**src/rtl/serial_link_pkg.sv**
```systemverilog
// Shared types and sizing helpers for the serial shift link.
package serial_link_pkg;

  typedef enum logic [1:0] {IDLE, SHIFT, OVER} rx_state_e;

  localparam int SEG_FRAME_W = 64;  // 8 digits x 8 segments
  localparam int LED_FRAME_W = 16;  // LED chain

  // bit_cnt must hold 0..WIDTH+1 (WIDTH+1 marks an over-length frame)
  function automatic int cnt_w(input int width);
    return $clog2(width + 2);
  endfunction

endpackage

```
**src/rtl/sync_edge_det.sv**
```systemverilog
// Multi-flop synchroniser for one asynchronous input, plus a rise detector
// comparing the last stage against one extra delay flop.
module sync_edge_det #(
  parameter int SYNC_STAGES = 2
) (
  input  logic clk,
  input  logic rstn,
  input  logic d,
  output logic level,
  output logic rise
);

  logic [SYNC_STAGES-1:0] sync;
  logic                   dly;

  // synchroniser chain and edge-delay flop
  always_ff @(posedge clk or negedge rstn) begin
    if (!rstn) begin
      sync <= '0;
      dly  <= 1'b0;
    end else begin
      sync <= {sync[SYNC_STAGES-2:0], d};
      dly  <= sync[SYNC_STAGES-1];
    end
  end

  assign level = sync[SYNC_STAGES-1];
  assign rise  = level & ~dly;

endmodule

```
**src/rtl/serial_shift_rx.sv**
```systemverilog
// Receiver for the clocked serial shift-out link: rebuilds the parallel
// frame in the clk domain and flags frames whose bit count != WIDTH.
module serial_shift_rx
  import serial_link_pkg::*;
#(
  parameter int WIDTH       = SEG_FRAME_W,
  parameter int SYNC_STAGES = 2
) (
  input  logic                        clk,
  input  logic                        rstn,
  input  logic                        ser_clk,
  input  logic                        ser_din,
  input  logic                        ser_pen,
  input  logic                        ser_clrn,
  output logic [WIDTH-1:0]            par_data,
  output logic                        par_valid,
  output logic                        frame_err,
  output logic [cnt_w(WIDTH)-1:0]     bit_cnt
);

  localparam int            CW       = cnt_w(WIDTH);
  localparam logic [CW-1:0] CNT_FULL = CW'(WIDTH);
  localparam logic [CW-1:0] CNT_OVER = CW'(WIDTH + 1);

  logic clk_lvl, clk_rise, din_lvl, din_rise;
  logic pen_lvl, pen_rise, clrn_lvl, clrn_rise;

  // din shares the clock's depth so the sampled bit lines up with the rise
  sync_edge_det #(.SYNC_STAGES(SYNC_STAGES)) u_sync_clk (
    .clk(clk), .rstn(rstn), .d(ser_clk),  .level(clk_lvl),  .rise(clk_rise));
  sync_edge_det #(.SYNC_STAGES(SYNC_STAGES)) u_sync_din (
    .clk(clk), .rstn(rstn), .d(ser_din),  .level(din_lvl),  .rise(din_rise));
  sync_edge_det #(.SYNC_STAGES(SYNC_STAGES)) u_sync_pen (
    .clk(clk), .rstn(rstn), .d(ser_pen),  .level(pen_lvl),  .rise(pen_rise));
  sync_edge_det #(.SYNC_STAGES(SYNC_STAGES)) u_sync_clrn (
    .clk(clk), .rstn(rstn), .d(ser_clrn), .level(clrn_lvl), .rise(clrn_rise));

  logic unused_sync;
  assign unused_sync = clk_lvl ^ din_rise ^ pen_lvl ^ clrn_rise;

  rx_state_e        state, state_nxt;
  logic [WIDTH-1:0] shift_reg, shift_nxt, par_nxt;
  logic [CW-1:0]    cnt_nxt;
  logic             pv_nxt, fe_nxt;

  // state, shift register and output registers
  always_ff @(posedge clk or negedge rstn) begin
    if (!rstn) begin
      state     <= IDLE;
      shift_reg <= '0;
      par_data  <= '0;
      bit_cnt   <= '0;
      par_valid <= 1'b0;
      frame_err <= 1'b0;
    end else begin
      state     <= state_nxt;
      shift_reg <= shift_nxt;
      par_data  <= par_nxt;
      bit_cnt   <= cnt_nxt;
      par_valid <= pv_nxt;
      frame_err <= fe_nxt;
    end
  end

  // next state: shift first, then the latch-enable check sees the post-shift view
  always_comb begin
    state_nxt = state;
    shift_nxt = shift_reg;
    par_nxt   = par_data;
    cnt_nxt   = bit_cnt;
    pv_nxt    = 1'b0;
    fe_nxt    = 1'b0;
    if (!clrn_lvl) begin
      state_nxt = IDLE;
      shift_nxt = '0;
      par_nxt   = '0;
      cnt_nxt   = '0;
    end else begin
      if (clk_rise) begin
        shift_nxt = {shift_reg[WIDTH-2:0], din_lvl};
        if (bit_cnt != CNT_OVER) cnt_nxt = bit_cnt + 1'b1;
        case (state)
          IDLE:    state_nxt = SHIFT;
          SHIFT:   if (cnt_nxt == CNT_OVER) state_nxt = OVER;
          default: state_nxt = OVER;
        endcase
      end
      if (pen_rise) begin
        if (cnt_nxt == CNT_FULL) begin
          par_nxt = shift_nxt;
          pv_nxt  = 1'b1;
        end else begin
          fe_nxt  = 1'b1;
        end
        cnt_nxt   = '0;
        state_nxt = IDLE;
      end
    end
  end

endmodule

```
**config.mk**
```make
export PLATFORM = sky130hd
export DESIGN_NAME = serial_shift_rx
export DESIGN_NICKNAME = d
export VERILOG_FILES = /design/src/rtl/serial_link_pkg.sv /design/src/rtl/sync_edge_det.sv /design/src/rtl/serial_shift_rx.sv
export SDC_FILE = /design/constraint.sdc
export NUM_CORES = 1
export LEC_CHECK = 0
export ABC_CLOCK_PERIOD_IN_PS = 2190
export CAP_MARGIN = 20
export CORE_AREA = 4 4 124 126
export CTS_CLUSTER_DIAMETER = 200
export DETAILED_ROUTE_END_ITERATION = 6
export DIE_AREA = 0 0 128 130
export HOLD_SLACK_MARGIN = 0.02
export PLACE_DENSITY = 0.69
export SETUP_SLACK_MARGIN = 0.3
export SLEW_MARGIN = 10
export SYNTH_ARGS = -nofsm -noshare
export SYNTH_HDL_FRONTEND = slang
export SYNTH_SLANG_ARGS = --single-unit
```
**constraint.sdc**
```tcl
create_clock -name clk -period 2.19 [get_ports clk]
set_input_delay 0.657 -clock clk [delete_from_list [all_inputs] [get_ports clk]]
set_output_delay 0.657 -clock clk [all_outputs]
set_load 0.01 [all_outputs]
```
==> flow_summary.toml <==
[setup_path]
path_cells = "inv_1 > ha_1 > nand4bb_1 > buf_4 > nand2_1 > nand3_1 > a211oi_4 > buf_12 > buf_12 > mux2_2"
crit_path_end_kind = "register"
r2r-start = "bit_cnt[1]$_DFF_PN0_"
cp_slowest_cell = "dfrtp_2"
crit_path_max_fanout = 15
crit_start = "bit_cnt[1]$_DFF_PN0_"
crit_buf_inv = 4
crit_path_frequent_cell = "buf_12"
critPathLaunchType = "register"
worst_path_largest_cell_delay_ns = 0.44
cp.required_ns = 2.48
crit_type = "reg2reg"
crit_family = "buffers and inverters"
crit_arrival_ns = 2.59

[die]
die_h_um = 130
rows = 44
placeableCoreArea_um2 = 14300
die_x_um = 128
die_area_um2 = 16600
io_pins = 79
start_util = 0.444

[synthesis]
ys_types = 36
ys_warn_count = 0
netlist.area_leader.share = 0.579
seq_area_frac_synth = 0.579
synth_edf_count = 0
synth.most_common_cell = "dfrtp_1"
synthTopCellsByArea = "dfrtp_1 (58%), mux2_2 (8.9%), nand2_1 (7.9%)"
yosysTopAreaCell = "dfrtp_1"
avgSynthCellArea_um2 = 11.4
synthArstFlopShare = 1.00
synth_commonest_cells = "dfrtp_1 (147), nand2_1 (134), and2_1 (65), a21boi_0 (64), mux2_2 (50)"
ys_ff_latch = 147
syn-num-nets = 564
postSynthCellCount = 556
syn_area_um2 = 6350
synthFlopType = "dfrtp_1"

[power]
switching_power_mw = 1.17
power_frac_seq = 0.495
clockPowerShare = 0.470
power_density_nw_per_um2 = 680
leakage_nw = 3.93
internal_power_mw = 4.38
pwr-share-comb = 0.034
vdd_drop_max_mv = 0.446
p_sw_frac = 0.210

[timing]
rsz0062_at_grt = "yes"
hold_viol_final = 0
slew_headroom = 0.617
fin_crit_sh = 1.05
finalSetupTns_ns = -4.70
min_period_ns = 2.30
max_freq_mhz = 436
finalSetupViolations = 64
tightest_slew_ns = 0.575
fin_ws_ns = -0.106
worst_clock_skew_ns = 0.00767
drv_slew = 0

[clocking]
cts_sinks = 147
clock_latency_ns = 0.41
cts_tree = "done"
cts_max_level = 4
clk_pin_slew_ns = 0.06
numCtsBuffers = 17
clockBufferDepth = 2
cts_root_buffer = "clkbuf_16"
holdBufCountCts = 0

[cells_and_area]
final_layout_size_suffix_gt1_frac = 0.205
multi_input_area_um2 = 2670
synthToLayoutAreaGrowth_pct = 28.5
layout.cells.non_filler = 837
nFillCells = 1225
diodes = 0
fin_util = 0.570
num-nets-final = 651
ff_latch_area_um2 = 3690

[global_routing]
grt_start_max_net_pins = 68
grt_first_pass_wirelength_mm = 21.4
first_global_vias = 4398
track_usage = 0.160
gr-total-overflow = 0
antenna_found_initial = 0

[detailed_routing]
first_pass_iters = 4
route.detailed.vias_per_inst = 5.10
drc_errors = 0
vias = 4267
routed_wl_mm = 13.0
postRouteAntennaNets = 0
initialDrtViolationCount = 267
wire_per_inst_um = 15.5

[status]
violations = "negative setup slack"
status = "complete, but fails checks"

[hold_path]
hp-class = "in2async"

[place]
dpl.hpwl_mm = 7.93
place_worst_setup_slack_ns = -0.0885
placed_cells = 801
gp_congestion = 0.825
io_buffers = 78

[flow_run]
drv_cap = 0
[routing by layer]
| metal | vias to the layer above | track usage | wire (um) |
|---|---|---|---|
| met5 | - | 0 | 0 |
| met4 | 0 | 0.0705 | 281 |
| met2 | 85 | 0.251 | 6190 |
| met3 | 20 | 0.0401 | 498 |
| li1 | 2011 | - | - |
| met1 | 2151 | 0.211 | 6030 |
[metrics by stage]
| stage | hold WS [ns] | instance area [um2] | total power [mW] |
|---|---|---|---|
| floorplan | 0.331 | 6370 | 2.88 |
| global placement | 0.335 | 7470 | 2.99 |
| detailed placement | 0.338 | 7470 | 2.99 |
| CTS | 0.200 | 7980 | 5.62 |
| global route | 0.231 | 8160 | 5.75 |
| finish | 0.203 | 8160 | 5.55 |
[cells in the final DEF, fill, tap and decap left out, types with 8 or more instances in the layout]
cell / netlist / layout
mux2_4: 10 / 51
nor2_1: 8 / 8
mux2_2: 50 / 12
clkbuf_16: 0 / 19
dlygate4sd2_1: 0 / 70
dfrtp_1: 147 / 139
buf_12: 0 / 9
nand2_1: 134 / 134
and2_1: 65 / 65
buf_4: 0 / 11
a21boi_0: 64 / 64
dfrtp_2: 0 / 8
[power by group through the flow]
stage	Sequential, mW	Clock, mW	Combinational, mW
finish	2.75	2.61	0.190
global route	2.75	2.79	0.216
CTS	2.75	2.68	0.194
detailed placement	2.80	0	0.195
global placement	2.80	0	0.193
floorplan	2.79	0	0.0871
[layout make-up]
type | count | share of cell area
clock buffer | 23 | 0.0573
clock inverter | 6 | 0.00705
inverter | 1 | 0.000460
multi-input combinational | 372 | 0.327
sequential | 147 | 0.452
tap | 184 | 0.0282
timing repair buffer | 104 | 0.128
[timing repair]
| action | 4_1_cts | 5_1_grt |
|---|---|---|
| setup endpoints to repair | 137 | 66 |
| pin swaps | 1 | 2 |
| cloned | 0 | 2 |
| gates resized for setup | 99 | 29 |
| setup buffers | 2 | 3 |
[path summary, 6_finish.rpt]
| path | endpoint | slack [ns] | cells after the start |
|---|---|---|---|
| max | par_data[31]$_DFFE_PN0P_ | -0.11 | 10 |
| min | shift_reg[15]$_DFF_PN0_ | 0.20 | 1 |
| max reg2reg | par_data[31]$_DFFE_PN0P_ | -0.11 | 10 |
| min reg2reg | u_sync_clrn.sync[1]$_DFF_PN0_ | 0.35 | 0 |
| max in group asynchronous | shift_reg[39]$_DFF_PN0_ | 1.38 | 2 |
| min in group clk | u_sync_clrn.sync[1]$_DFF_PN0_ | 0.35 | 0 |
[kinds of logic (layout without fill, tap and decap cells)]
group | after synthesis | in the layout | synth area share
adders and majority gates | 2 | 2 | 0.00394
buffers and inverters | 37 | 134 | 0.0292
AOI/OAI and AO/OA | 77 | 77 | 0.0924
muxes | 64 | 64 | 0.119
and+or+nand+nor | 225 | 225 | 0.170
xor gates and xnor gates | 4 | 4 | 0.00552
DFF | 147 | 147 | 0.579
No activity file was read; power rests on OpenSTA's default activity.
==> edit 1, RTL diff (same flow settings) <==
Add an input register stage for `ser_din`, `ser_pen` and `ser_clrn`, with the module's reset; this delays them by one clock.
--- a/src/rtl/serial_shift_rx.sv
+++ b/src/rtl/serial_shift_rx.sv
@@ -24,2 +24,18 @@
 
+  logic ser_din_q;
+  logic ser_pen_q;
+  logic ser_clrn_q;
+
+  always_ff @(posedge clk or negedge rstn) begin
+    if (!rstn) begin
+      ser_din_q  <= '0;
+      ser_pen_q  <= '0;
+      ser_clrn_q <= '0;
+    end else begin
+      ser_din_q  <= ser_din;
+      ser_pen_q  <= ser_pen;
+      ser_clrn_q <= ser_clrn;
+    end
+  end
+
   logic clk_lvl, clk_rise, din_lvl, din_rise;
@@ -31,7 +47,7 @@
   sync_edge_det #(.SYNC_STAGES(SYNC_STAGES)) u_sync_din (
-    .clk(clk), .rstn(rstn), .d(ser_din),  .level(din_lvl),  .rise(din_rise));
+    .clk(clk), .rstn(rstn), .d(ser_din_q),  .level(din_lvl),  .rise(din_rise));
   sync_edge_det #(.SYNC_STAGES(SYNC_STAGES)) u_sync_pen (
-    .clk(clk), .rstn(rstn), .d(ser_pen),  .level(pen_lvl),  .rise(pen_rise));
+    .clk(clk), .rstn(rstn), .d(ser_pen_q),  .level(pen_lvl),  .rise(pen_rise));
   sync_edge_det #(.SYNC_STAGES(SYNC_STAGES)) u_sync_clrn (
-    .clk(clk), .rstn(rstn), .d(ser_clrn), .level(clrn_lvl), .rise(clrn_rise));
+    .clk(clk), .rstn(rstn), .d(ser_clrn_q), .level(clrn_lvl), .rise(clrn_rise));
 
Check against the original RTL: not equivalent (a bounded check fails within 4 cycles, from zero or initial values and one cycle with rstn low).
==> edit 1 against the original RTL <==
The flow still finishes with violations (negative setup slack). Sequential cell count up 3. Sequential share of layout area about the same. Area after synthesis up 1.2%. Design area up 2.1%. Routed wire length up 4.5%. Total power up 4.2%. Maximum frequency up 0.80%. Setup slack better by 0.018 ns. Largest cell class unchanged.
==> edit 1: results (changes against the original RTL) <==
stage	metric	value	unit	change
run_status	outcome	finished, violations left		
run_status	failing checks	negative setup slack		
grt	met1 GRT Util	0.208		-0.00266
pwr	Seq pwr share	0.486		-0.009
grt	first-pass GRT wire length	21500	µm	+0.39%
yosys	sequential share of the synthesized area	0.584		+0.00492
yosys	Synth top cells by count	150 x dfrtp_1, 134 x nand2_1, 65 x and2_1		
sta	Setup violations, final	64		unchanged
pwr	Worst VDD drop	459	µV	+2.8%
detailed_routing	wire length per cell	16.0	µm	+2.8%
sta	Worst Clk Skew	0.0116	ns	+0.00393 ns
sta	post-route setup slack	-0.0877	ns	+0.0182 ns
detailed_routing	wire length on met2	6550	µm	+5.9%
yosys	Synth Area in XOR/XNOR	0.00545		-0.0000645
yosys	adder-cell share of the synthesized area	0.00390		-0.0000461
layout	share of layout cells above drive strength 1	0.222		+0.0167
pwr	pwr dens	694	nW/µm²	+2.0%
detailed_routing	M1 WL	6440	µm	+6.7%
layout	Seq area share	0.452		about the same
detailed_routing	met3 routed WL	382	µm	-23%
yosys	mux cell area share after synthesis	0.118		-0.00140
placed_design	Place WS	-0.0749	ns	+0.0136 ns
grt	vias in the first global route	4377		-0.48%
detailed_routing	Vias per Instance	5.06		-0.72%
grt	met2 GRT Util	0.269		+0.0179
placed_design	placed instance count	805		+0.50%
layout	CLK BUF	22		-4.3%
critical_path	worst path arrival time	2.58	ns	about the same
yosys	Synth Area per Inst	11.5	µm²	+0.64%
layout	fin util	0.582		+0.0120
pwr	Switching Share	0.214		+0.00334
layout	non-clock buffer count	114		+9.6%
cts	postcts setup bufs	5		+3
grt	GR Util All Layers	0.163		+0.00331
detailed_routing	DRT iter0 DRCs	263		-1.5%
placed_design	dpl cell area	7510	µm²	+0.60%
layout	Final Net Count	664		+2.0%
yosys	Synth Area in Compound Gates	0.0914		-0.00108
sta	setup TNS	-4.01	ns	+0.690 ns
placed_design	GPL Wtd Cong	0.807		-2.2%
==> edit 1: cell types whose count changed after synthesis <==
cell	unedited run	this run
dfrtp_1	147	150
==> edit 1: path summary, 6_finish.rpt <==
| check | start | end | slack, ns | cells after the start |
|---|---|---|---|---|
| max reg2reg | bit_cnt[0] | par_data[15] | -0.09 | 8 |
| max | bit_cnt[0] | par_data[15] | -0.09 | 8 |
| min in group clk | u_sync_clrn.sync[0] | u_sync_clrn.sync[1] | 0.35 | 0 |
| min | rstn | par_data[15] | 0.16 | 1 |
| max in group asynchronous | rstn | shift_reg[1] | 1.37 | 2 |
| min reg2reg | u_sync_clrn.sync[0] | u_sync_clrn.sync[1] | 0.35 | 0 |
==> edit 1: critical path, delay by kind of cell, from the launching register on <==
kind	cells	cell delay, ns
mux	1	0.31
simple gates	2	0.38
fa+ha+maj	1	0.17
flops	1	0.43
compound gates	2	0.47
buf+inv	2	0.39
==> edit 2, RTL diff (same settings) <==
Without the edit above. `SYNC_STAGES` is set to 2 in 2 places; all go to 4.
--- a/src/rtl/sync_edge_det.sv
+++ b/src/rtl/sync_edge_det.sv
@@ -3,3 +3,3 @@
 module sync_edge_det #(
-  parameter int SYNC_STAGES = 2
+  parameter int SYNC_STAGES = 4
 ) (
--- a/src/rtl/serial_shift_rx.sv
+++ b/src/rtl/serial_shift_rx.sv
@@ -6,3 +6,3 @@
   parameter int WIDTH       = SEG_FRAME_W,
-  parameter int SYNC_STAGES = 2
+  parameter int SYNC_STAGES = 4
 ) (
Function: changed (a bounded check fails within 4 cycles, from zero or initial values and one cycle with rstn low).
==> edit 2 against the original RTL <==
Setup slack got worse by 0.013 ns. The run still ends with negative setup slack left. Core utilization rose by 3.8 points. Sequential share of layout area fell by 0.50 points. Design area rose by 6.6%. Via count rose by 4.1%. Area after synthesis rose by 3.2%. Critical path depth did not move. Total power rose by 10%. Routed wire length rose by 13%. Sequential cell count rose by 8. Hold slack got worse by 0.019 ns.
==> edit 2: results (changes against the original RTL) <==
stage	metric	value	unit	change
sta	Least-Margin Pin Slew	0.530	ns	-0.0453 ns
pwr	Pleak	4.15	nW	+5.8%
critical_path	Reg2Reg Depth	10		unchanged
detailed_routing	uppermost layer routed	met4		
grt	GR Util All Layers	0.180		+0.0200
grt	met2 GRT Util	0.298		+0.0468
placed_design	Port-buffer cells	78		unchanged
yosys	Synth top cells by count	155 x dfrtp_1, 134 x nand2_1, 65 x and2_1		
cts	# resized after CTS	107		+8.1%
critical_path	worst path arrival time	2.61	ns	+0.02 ns
run_status	outcome	finished, violations left		
sta	setup TNS	-6.62	ns	-1.92 ns
yosys	number of synthesis warnings	0		unchanged
placed_design	placed instance count	811		+1.2%
grt	vias in the first global route	4703		+6.9%
min_path	min-delay worst type	primary input to asynchronous set/reset pin		
yosys	syn nets	572		+1.4%
placed_design	dpl cell area	7640	µm²	+2.2%
sta	Worst Clk Skew	0.00655	ns	-0.00112 ns
cts	postcts setup bufs	9		+7
layout	Final Net Count	670		+2.9%
critical_path	Critical Path Max Stage Delay	0.42	ns	-0.02 ns
layout	Antenna Cells	0		unchanged
pwr	Worst VDD drop	518	µV	+16%
cts	clk_lat worst skew	0.42	ns	
pwr	NetSw	1.29	mW	+10%
cts	CTS Buffer Depth	2		unchanged
layout	share of layout cells above drive strength 1	0.234		+0.0289
grt	met1 GRT Util	0.234		+0.0230
yosys	async set-reset flop share out of synthesis	1.00		unchanged
detailed_routing	Vias per Instance	5.17		+1.4%
detailed_routing	wire length per cell	17.0	µm	+9.7%
yosys	Post-Syn Instances	564		+1.4%
cts	CTS buffer count	17		unchanged
cts	Root Driver	clkbuf_16		
detailed_routing	wire length on met2	7260	µm	+17%
layout	Non-Filler Instances	859		+2.6%
cts	H-tree levels	4		unchanged
yosys	synth top area cells	dfrtp_1 59%, mux2_2 8.6%, nand2_1 7.7%		
sta	post-route setup slack	-0.119	ns	-0.0133 ns
yosys	library cells used by synthesis	36		unchanged
run_status	failing checks	negative setup slack		
layout	Finished Cell Area	8700	µm²	+6.6%
grt	initial antenna violation count	0		unchanged
layout	number of fill cells	1173		-4.2%
sta	Setup violations, final	64		unchanged
placed_design	GPL Wtd Cong	0.775		-6.1%
grt	first-pass GRT wire length	23500	µm	+9.7%
placed_design	Place WS	-0.0961	ns	-0.00755 ns
detailed_routing	M1 WL	6640	µm	+10%
critical_path	CP max FO	8		-7
detailed_routing	met3 routed WL	571	µm	+15%
placed_design	DP HPWL	8120	µm	+2.4%
critical_path	Worst path top cell family by delay	buffers and inverters		
detailed_routing	DR pass1 iterations	4		unchanged
detailed_routing	DRT iter0 DRCs	302		+13%
yosys	sequential share of the synthesized area	0.592		+0.0129
grt	met3 GRT Util	0.0458		+0.00573
edit 2: changes by cell type in the layout (fill, tap and decap cells not counted), moves of 3 or more:
cell,before,now
buf_16,0,7
clkbuf_1,4,0
mux2_4,51,64
buf_12,9,6
mux2_2,12,0
buf_4,11,19
dfrtp_1,139,148
edit 2: path summary, 6_finish.rpt:
| path | startpoint | to | slack, ns |
|---|---|---|---|
| max in group asynchronous | rstn | par_data[37] | 1.37 |
| worst max-delay path | bit_cnt[1] | par_data[26] | -0.12 |
| worst min-delay path | rstn | par_data[52] | 0.18 |
| worst min register to register | u_sync_clk.sync[2] | u_sync_clk.sync[3] | 0.35 |
| worst max register to register | bit_cnt[1] | par_data[26] | -0.12 |
| min in group clk | u_sync_clk.sync[2] | u_sync_clk.sync[3] | 0.35 |
edit 2: power by group through the flow:
| stage | clock, mW | combinational (mW) | sequential, mW |
|---|---|---|---|
| finish | 3.00 | 0.201 | 2.91 |
| global route | 3.17 | 0.226 | 2.91 |
| CTS | 3.03 | 0.202 | 2.91 |
| detailed placement | 0 | 0.199 | 2.96 |
| global placement | 0 | 0.195 | 2.96 |
| floorplan | 0 | 0.0871 | 2.95 |
edit 2: layout make-up:
cell class,instances,share of cell area
clock inverters,12,0.0165
clock buffers,20,0.0536
repair buffers,115,0.139
inverters,1,0.000431
well taps,184,0.0265
flip-flops and latches,155,0.447
multi-input cells,372,0.316
edit 2: logic make-up after synthesis:
logic type / Yosys count / share of synthesized area
and+or+nand+nor: 225 / 0.165
AOI/OAI and AO/OA: 77 / 0.0896
muxes: 64 / 0.116
buffers and inverters: 37 / 0.0283
DFF: 155 / 0.592
adders and majority gates: 2 / 0.00382
xor gates and xnor gates: 4 / 0.00535
